`src/rtl/memory_bridge_if.sv`:
```
// Signal bundle between the CPU data port, RAM, framebuffer and keyboard and the memory bridge.
// "slave" is the bridge side; "master" is the surrounding system (CPU, memories, keyboard).
interface memory_bridge_if;
  logic [14:0] addressM;
  logic [15:0] outM;
  logic        writeM;
  logic [15:0] inM;
  logic [13:0] ram_addr;
  logic [15:0] ram_wdata;
  logic        ram_we;
  logic [15:0] ram_rdata;
  logic        fb_valid;
  logic        fb_ready;
  logic [12:0] fb_addr;
  logic [15:0] fb_wdata;
  logic [15:0] fb_rdata;
  logic        kbd_strobe;
  logic [15:0] kbd_code;
  logic        screen_overflow;
  logic        bad_access;

  modport slave (
    input  addressM, outM, writeM, ram_rdata, fb_ready, fb_rdata, kbd_strobe, kbd_code,
    output inM, ram_addr, ram_wdata, ram_we, fb_valid, fb_addr, fb_wdata,
           screen_overflow, bad_access
  );

  modport master (
    output addressM, outM, writeM, ram_rdata, fb_ready, fb_rdata, kbd_strobe, kbd_code,
    input  inM, ram_addr, ram_wdata, ram_we, fb_valid, fb_addr, fb_wdata,
           screen_overflow, bad_access
  );
endinterface

```
`src/rtl/memory_bridge.sv`:
```
// Hack data-memory stage: decodes RAM/screen/keyboard, answers reads combinationally and
// buffers screen writes in a FIFO drained to the framebuffer over valid/ready.
module memory_bridge #(
  parameter int unsigned FIFO_DEPTH = 4,
  parameter bit          FWD_EN     = 1'b1
) (
  input logic            clk,
  input logic            reset_n,
  memory_bridge_if.slave bus
);
  localparam int unsigned PtrW = (FIFO_DEPTH > 1) ? $clog2(FIFO_DEPTH) : 1;
  localparam int unsigned CntW = PtrW + 1;
  localparam logic [CntW-1:0] Full = CntW'(FIFO_DEPTH);

  logic is_ram, is_scr, is_kbd, is_bad;
  assign is_ram = ~bus.addressM[14];
  assign is_scr = (bus.addressM[14:13] == 2'b10);
  assign is_kbd = (bus.addressM == 15'h6000);
  assign is_bad = (bus.addressM[14:13] == 2'b11) & ~is_kbd;

  logic [12:0]     addr_q [FIFO_DEPTH];
  logic [15:0]     data_q [FIFO_DEPTH];
  logic [PtrW-1:0] wr_ptr_q, rd_ptr_q;
  logic [CntW-1:0] count_q, count_d;
  logic            ovf_q, bad_q;
  logic [15:0]     kbd_q;

  logic fb_valid, push_req, push, pop;
  assign fb_valid = (count_q != '0);
  assign pop      = fb_valid & bus.fb_ready;
  assign push_req = bus.writeM & is_scr;
  // A full FIFO still accepts when the head leaves on the same edge.
  assign push     = push_req & ((count_q != Full) | pop);

  always_comb begin
    count_d = count_q;
    unique case ({push, pop})
      2'b10:   count_d = count_q + 1'b1;
      2'b01:   count_d = count_q - 1'b1;
      default: count_d = count_q;
    endcase
  end

  always_ff @(posedge clk or negedge reset_n) begin
    if (!reset_n) begin
      wr_ptr_q <= '0;
      rd_ptr_q <= '0;
      count_q  <= '0;
      ovf_q    <= 1'b0;
      bad_q    <= 1'b0;
      kbd_q    <= '0;
    end else begin
      if (push) wr_ptr_q <= wr_ptr_q + 1'b1;
      if (pop)  rd_ptr_q <= rd_ptr_q + 1'b1;
      count_q <= count_d;
      if (push_req & ~push) ovf_q <= 1'b1;
      bad_q <= is_bad;
      if (bus.kbd_strobe) kbd_q <= bus.kbd_code;
    end
  end

  // Payload storage needs no reset; occupancy is tracked by count_q.
  always_ff @(posedge clk) begin
    if (push) begin
      addr_q[wr_ptr_q] <= bus.addressM[12:0];
      data_q[wr_ptr_q] <= bus.outM;
    end
  end

  // Scan oldest to newest so the newest matching entry wins.
  logic            fwd_hit;
  logic [15:0]     fwd_data;
  logic [PtrW-1:0] idx;
  always_comb begin
    fwd_hit  = 1'b0;
    fwd_data = '0;
    idx      = '0;
    for (int unsigned i = 0; i < FIFO_DEPTH; i++) begin
      idx = rd_ptr_q + PtrW'(i);
      if ((CntW'(i) < count_q) && (addr_q[idx] == bus.addressM[12:0])) begin
        fwd_hit  = 1'b1;
        fwd_data = data_q[idx];
      end
    end
  end

  always_comb begin
    bus.inM = '0;
    if (is_ram) begin
      bus.inM = bus.ram_rdata;
    end else if (is_scr) begin
      bus.inM = (FWD_EN && fwd_hit) ? fwd_data : bus.fb_rdata;
    end else if (is_kbd) begin
      bus.inM = kbd_q;
    end
  end

  assign bus.ram_addr        = bus.addressM[13:0];
  assign bus.ram_wdata       = bus.outM;
  assign bus.ram_we          = bus.writeM & is_ram;
  assign bus.fb_valid        = fb_valid;
  assign bus.fb_addr         = addr_q[rd_ptr_q];
  assign bus.fb_wdata        = data_q[rd_ptr_q];
  assign bus.screen_overflow = ovf_q;
  assign bus.bad_access      = bad_q;
endmodule

```
`src/flat_wrapper.sv`:
```
// flat-port wrapper written by rule: the top's interface ports become plain ports
module memory_bridge_flat 
#(
  parameter int unsigned FIFO_DEPTH = 4,
  parameter bit          FWD_EN     = 1'b1
)
  (clk, reset_n, bus_addressM, bus_outM, bus_writeM, bus_ram_rdata, bus_fb_ready, bus_fb_rdata, bus_kbd_strobe, bus_kbd_code, bus_inM, bus_ram_addr, bus_ram_wdata, bus_ram_we, bus_fb_valid, bus_fb_addr, bus_fb_wdata, bus_screen_overflow, bus_bad_access);
  memory_bridge_if bus_i ();
  input logic clk;
  input logic reset_n;
  input wire logic [$bits(bus_i.addressM)-1:0] bus_addressM;
  input wire logic [$bits(bus_i.outM)-1:0] bus_outM;
  input wire logic [$bits(bus_i.writeM)-1:0] bus_writeM;
  input wire logic [$bits(bus_i.ram_rdata)-1:0] bus_ram_rdata;
  input wire logic [$bits(bus_i.fb_ready)-1:0] bus_fb_ready;
  input wire logic [$bits(bus_i.fb_rdata)-1:0] bus_fb_rdata;
  input wire logic [$bits(bus_i.kbd_strobe)-1:0] bus_kbd_strobe;
  input wire logic [$bits(bus_i.kbd_code)-1:0] bus_kbd_code;
  output wire logic [$bits(bus_i.inM)-1:0] bus_inM;
  output wire logic [$bits(bus_i.ram_addr)-1:0] bus_ram_addr;
  output wire logic [$bits(bus_i.ram_wdata)-1:0] bus_ram_wdata;
  output wire logic [$bits(bus_i.ram_we)-1:0] bus_ram_we;
  output wire logic [$bits(bus_i.fb_valid)-1:0] bus_fb_valid;
  output wire logic [$bits(bus_i.fb_addr)-1:0] bus_fb_addr;
  output wire logic [$bits(bus_i.fb_wdata)-1:0] bus_fb_wdata;
  output wire logic [$bits(bus_i.screen_overflow)-1:0] bus_screen_overflow;
  output wire logic [$bits(bus_i.bad_access)-1:0] bus_bad_access;
  assign bus_i.addressM = bus_addressM;
  assign bus_i.outM = bus_outM;
  assign bus_i.writeM = bus_writeM;
  assign bus_i.ram_rdata = bus_ram_rdata;
  assign bus_i.fb_ready = bus_fb_ready;
  assign bus_i.fb_rdata = bus_fb_rdata;
  assign bus_i.kbd_strobe = bus_kbd_strobe;
  assign bus_i.kbd_code = bus_kbd_code;
  assign bus_inM = bus_i.inM;
  assign bus_ram_addr = bus_i.ram_addr;
  assign bus_ram_wdata = bus_i.ram_wdata;
  assign bus_ram_we = bus_i.ram_we;
  assign bus_fb_valid = bus_i.fb_valid;
  assign bus_fb_addr = bus_i.fb_addr;
  assign bus_fb_wdata = bus_i.fb_wdata;
  assign bus_screen_overflow = bus_i.screen_overflow;
  assign bus_bad_access = bus_i.bad_access;
  memory_bridge #(.FIFO_DEPTH(FIFO_DEPTH), .FWD_EN(FWD_EN)) u_core (.clk(clk), .reset_n(reset_n), .bus(bus_i));
endmodule
```
`config.mk`:
```
export PLATFORM = sky130hd
export DESIGN_NAME = memory_bridge_flat
export DESIGN_NICKNAME = d
export VERILOG_FILES = /design/src/rtl/memory_bridge_if.sv /design/src/rtl/memory_bridge.sv /design/src/flat_wrapper.sv
export SDC_FILE = /design/constraint.sdc
export NUM_CORES = 1
export LEC_CHECK = 0
export CAP_MARGIN = 0
export CELL_PAD_IN_SITES_DETAIL_PLACEMENT = 1
export CELL_PAD_IN_SITES_GLOBAL_PLACEMENT = 2
export CORE_MARGIN = 1.5
export CORE_UTILIZATION = 30
export DETAILED_ROUTE_END_ITERATION = 10
export DONT_BUFFER_PORTS = 1
export MAX_ROUTING_LAYER = met4
export PLACE_DENSITY_LB_ADDON = 0.1
export REMOVE_ABC_BUFFERS = 1
export SETUP_SLACK_MARGIN = 0.15
export SYNTH_ARGS = -nofsm -noshare
export SYNTH_HDL_FRONTEND = slang
export SYNTH_SLANG_ARGS = --single-unit
```
`constraint.sdc`:
```
create_clock -name clk -period 3.4 [get_ports clk]
set_input_delay 0.17 -clock clk [delete_from_list [all_inputs] [get_ports clk]]
set_output_delay 0.17 -clock clk [all_outputs]
set_load 0.005 [all_outputs]
```
==> run summary <==
The startpoint identified for the worst register-to-register timing path is u_core.count_q[0]. The number of distinct library cells after synthesis is 58. The checks that failed: setup timing. The startpoint identified for the worst hold timing path is bus_fb_ready.

The number of cell rows came out at 64. The sink count of the clock tree came out at 141. Leaving out fill and tap cells, the most frequent cell in the layout is sky130_fd_sc_hd__edfxtp_1. The worst path uses 107.8% of the clock period.

The total global routing overflow came out at 0. The number of fill cells in the layout is 3,234. Dividing the detail-routed wire length by the instance count gives 23.76 um. In this run the cell area of the synthesized design comes to 0.009270 mm^2. The arrival time at the worst endpoint is 3500 ps.

The minimum setup slack in the final design is -265.4 ps. The count of nets left with antenna violations once routing finished came out at 0. The number of warning messages in the yosys log is 0.

The final net count came out at 975. CTS placed an instance of sky130_fd_sc_hd__clkbuf_16 at the clock tree root. The final setup violation count is 16. From left edge to right edge, the die measures 178.8 um. The count of flip-flops with a built-in enable after synthesis is 116.

The all-layer global routing usage is 19.90%. Once placement completed, the tool counted placed cells totaling 1,149. Tracing the worst setup path back leads to its startpoint at u_core.rd_ptr_q[1]. The iteration count of the initial detailed-routing pass came out at 4.

The residual DRC count is 0. The fraction of layout cells with a size suffix above 1 is 33.15%. The slew at the pin closest to its max-slew limit came out at 748.8 ps. The final count of hold timing violations came out at 0.

The detailed-route via count is 6,848. The gate count of the mapped netlist is 806. The analysis attributes to cell leakage a power of 4.119 nW. The quantity of I/O buffers inserted on ports is 0.

The peak supply drop is 0.3255 mV. Of the synthesized area, sequential elements account for 44.32%. Setup repair after global routing could not meet its margin everywhere. The worst setup path is of the flop to output port kind. The via count of the first global-routing pass came out at 7,291.

The final core utilization came out at 39.03%. The worst clock skew is 8.330 ps. The average footprint of a synthesized cell is 11.50 um^2. The required time of the worst setup path is 3230 ps. The worst path in the final design needs a cycle of 3665 ps, including I/O delays and setup. In the layout the commonest cells are sky130_fd_sc_hd__edfxtp_1, sky130_fd_sc_hd__nor2_1, sky130_fd_sc_hd__a21oi_1. The worst setup path is captured at an output port. Entering global routing, the biggest net connects 53 pins. The CTS buffer count came out at 17. The placeable core region came out at 0.03051 mm^2. The worst slew slack as a fraction of its limit is 50.08%.

The flow ran to the end, but the final reports show violations. The async set-reset flop share out of synthesis is 17.73%. The number of standard cells in the final layout excluding fillers is 1,293.

The clock insertion delay at the later pin of the skew report came out at 420 ps. The buffer depth of the longest clock path is 2. The total count of max-transition violations in the final report came out at 0.

The clock tree synthesis step divided the H-tree into 4 levels. Derived from the worst setup path, the maximum achievable clock frequency is 272.8 MHz. After synthesis the netlist holds a flip-flop and latch count of 141. Along the worst path, the maximum fanout reaches 7. The die area came out at 0.03196 mm^2. At the end of routability-driven placement, the weighted congestion stood at 0.7654. After detailed routing, the total wire length is 30,730 um. The min-delay analysis places its worst path in the category input pin to flop. The detailed placement HPWL came out at 20,130 um. The detailed router finished its first iteration with 368 violations. During I/O placement, the number of pins put on the boundary was 163.

The first global-routing pass estimated 45,080 um of wire. STA classifies the critical path startpoint as a flop. The clock-pin slew of the registers on the worst-case setup and hold paths is 60 ps. The via density per instance came out at 5.296. The initial cell density of the core came out at 30.38%. The die boundary height came out at 178.8 um. The initial antenna violation count was 1.

TritonCTS built the clock tree. The max-cap violation count came out at 0. Power spread over the standard cell area amounts to 693.5 mW/mm^2.

The area growth from synthesis to layout is 28.44%. The most used flip-flop cell after synthesis is sky130_fd_sc_hd__edfxtp_1.
==> stage by stage <==
stage	area [um^2]	setup TNS [ps]	total power [mW]	hold WS [ps]	setup slack [ps]
after detailed placement	9595	-6.876	5.677	-123.2	-6.876
after global placement	9595	0	5.608	-123.3	49.18
after floorplan	8667	-85340	4.882	-125.6	-3228
after global routing	11910	-4876	8.733	62.10	-374.5
after CTS	11420	-2597	8.097	12.36	-213.0
final	11910	-3035	8.257	31.22	-265.4
==> layer usage <==
metal / up-vias / part of all wire (%) / global-route usage (%)
met3: 37 / 4.1 / 3.520
met4: 0 / 1.9 / 5.938
met2: 171 / 49 / 33.25
met1: 3482 / 45 / 24.52
li1: 3158 / - / -
met5: - / 0 / -
==> worst paths after layout <==
| check | slack [ps] | end | cells past startpoint |
|---|---|---|---|
| hold / removal | 30 | u_core.count_q[0] | 3 |
| setup / recovery | -270 | bus_inM[7] | 13 |
| setup reg to reg | 870 | u_core.data_q[0][6] | 5 |
| hold reg to reg | 640 | u_core.count_q[1] | 2 |
| max in group asynchronous | 3030 | u_core.kbd_q[2] | 2 |
| min in group asynchronous | 180 | u_core.rd_ptr_q[1] | 2 |
==> area by class of cell <==
class,count,area (um^2),area share [%]
multi-input combinational,557,5061,42.51
sequential,141,4116,34.57
timing repair buffer,157,1649,13.85
tap,396,495.5,4.161
clock buffer,23,447.9,3.762
clock inverter,9,95.09,0.7987
inverter,9,38.79,0.3258
antenna,1,2.502,0.02102
==> kinds of logic after synthesis <==
family,after synthesis,share of synthesized area [%]
compound gates,186,13.67
xor+xnor,55,5.196
fa+ha+maj,8,1.080
buf+inv,108,6.870
flops,141,44.32
mux,148,20.27
simple gates,160,8.584
==> timing repair <==
action	in CTS	in global routing
buffers inserted	24	13
resized for setup	52	68
endpoints found under the setup margin	16	16
endpoints found under the hold margin	162	0
hold buffers	69	0
cloned	4	1
pin swaps	16	19
==> synth_stat cells, types with 3 or more instances <==
cell	number	share of area [%]
sky130_fd_sc_hd__a211oi_1	7	0.57
sky130_fd_sc_hd__a211oi_2	4	0.54
sky130_fd_sc_hd__a21oi_1	87	4.7
sky130_fd_sc_hd__a21oi_2	10	0.94
sky130_fd_sc_hd__a311oi_1	10	0.94
sky130_fd_sc_hd__a31oi_1	4	0.27
sky130_fd_sc_hd__and2_1	4	0.27
sky130_fd_sc_hd__buf_1	7	0.28
sky130_fd_sc_hd__buf_2	11	0.59
sky130_fd_sc_hd__buf_4	32	2.6
sky130_fd_sc_hd__buf_6	13	1.6
sky130_fd_sc_hd__clkbuf_1	36	1.5
sky130_fd_sc_hd__dfrtp_1	25	6.7
sky130_fd_sc_hd__edfxtp_1	116	38
sky130_fd_sc_hd__ha_1	8	1.1
sky130_fd_sc_hd__inv_1	8	0.32
sky130_fd_sc_hd__mux2_2	51	6.2
sky130_fd_sc_hd__mux2i_1	68	7.3
sky130_fd_sc_hd__mux4_2	26	6.3
sky130_fd_sc_hd__nand2_1	15	0.61
sky130_fd_sc_hd__nand2b_1	3	0.20
sky130_fd_sc_hd__nand3_1	4	0.22
sky130_fd_sc_hd__nand4_1	7	0.47
sky130_fd_sc_hd__nor2_1	85	3.4
sky130_fd_sc_hd__nor2b_1	19	1.3
sky130_fd_sc_hd__nor3_1	3	0.16
sky130_fd_sc_hd__nor4_1	7	0.47
sky130_fd_sc_hd__o2111ai_1	3	0.28
sky130_fd_sc_hd__o21ai_0	5	0.27
sky130_fd_sc_hd__o21ai_1	7	0.38
sky130_fd_sc_hd__o31ai_1	24	1.9
sky130_fd_sc_hd__o31ai_2	11	1.5
sky130_fd_sc_hd__xnor2_1	51	4.8
sky130_fd_sc_hd__xor2_1	4	0.38
==> power breakdown <==
group	switching, mW	internal, mW
sequential	0.147	2.03
clock	0.718	1.07
combinational	2.25	2.05
total	3.11	5.14
==> flip-flops by register name, indices dropped and copies added, names as in the netlist <==
signal                      cells
u_core.addr_q                  52
u_core.bus.bad_access           1
u_core.bus.screen_overflow      1
u_core.count_q                  3
u_core.data_q                  64
u_core.kbd_q                   16
u_core.rd_ptr_q                 2
u_core.wr_ptr_q                 2
==> critical path: stages (launching register included) <==
cell and delay (ps):
sky130_fd_sc_hd__dfrtp_4 550, sky130_fd_sc_hd__buf_12 160, sky130_fd_sc_hd__buf_6 110, sky130_fd_sc_hd__mux2i_4 190, sky130_fd_sc_hd__xnor2_1 140, sky130_fd_sc_hd__nor4_1 280
sky130_fd_sc_hd__mux2i_1 130, sky130_fd_sc_hd__or4_4 590, sky130_fd_sc_hd__buf_12 180, sky130_fd_sc_hd__buf_8 140, sky130_fd_sc_hd__buf_4 130, sky130_fd_sc_hd__o21ai_2 120
sky130_fd_sc_hd__a21oi_2 50, sky130_fd_sc_hd__o31ai_2 290
Note: power is estimated with default switching activity, not from simulation.
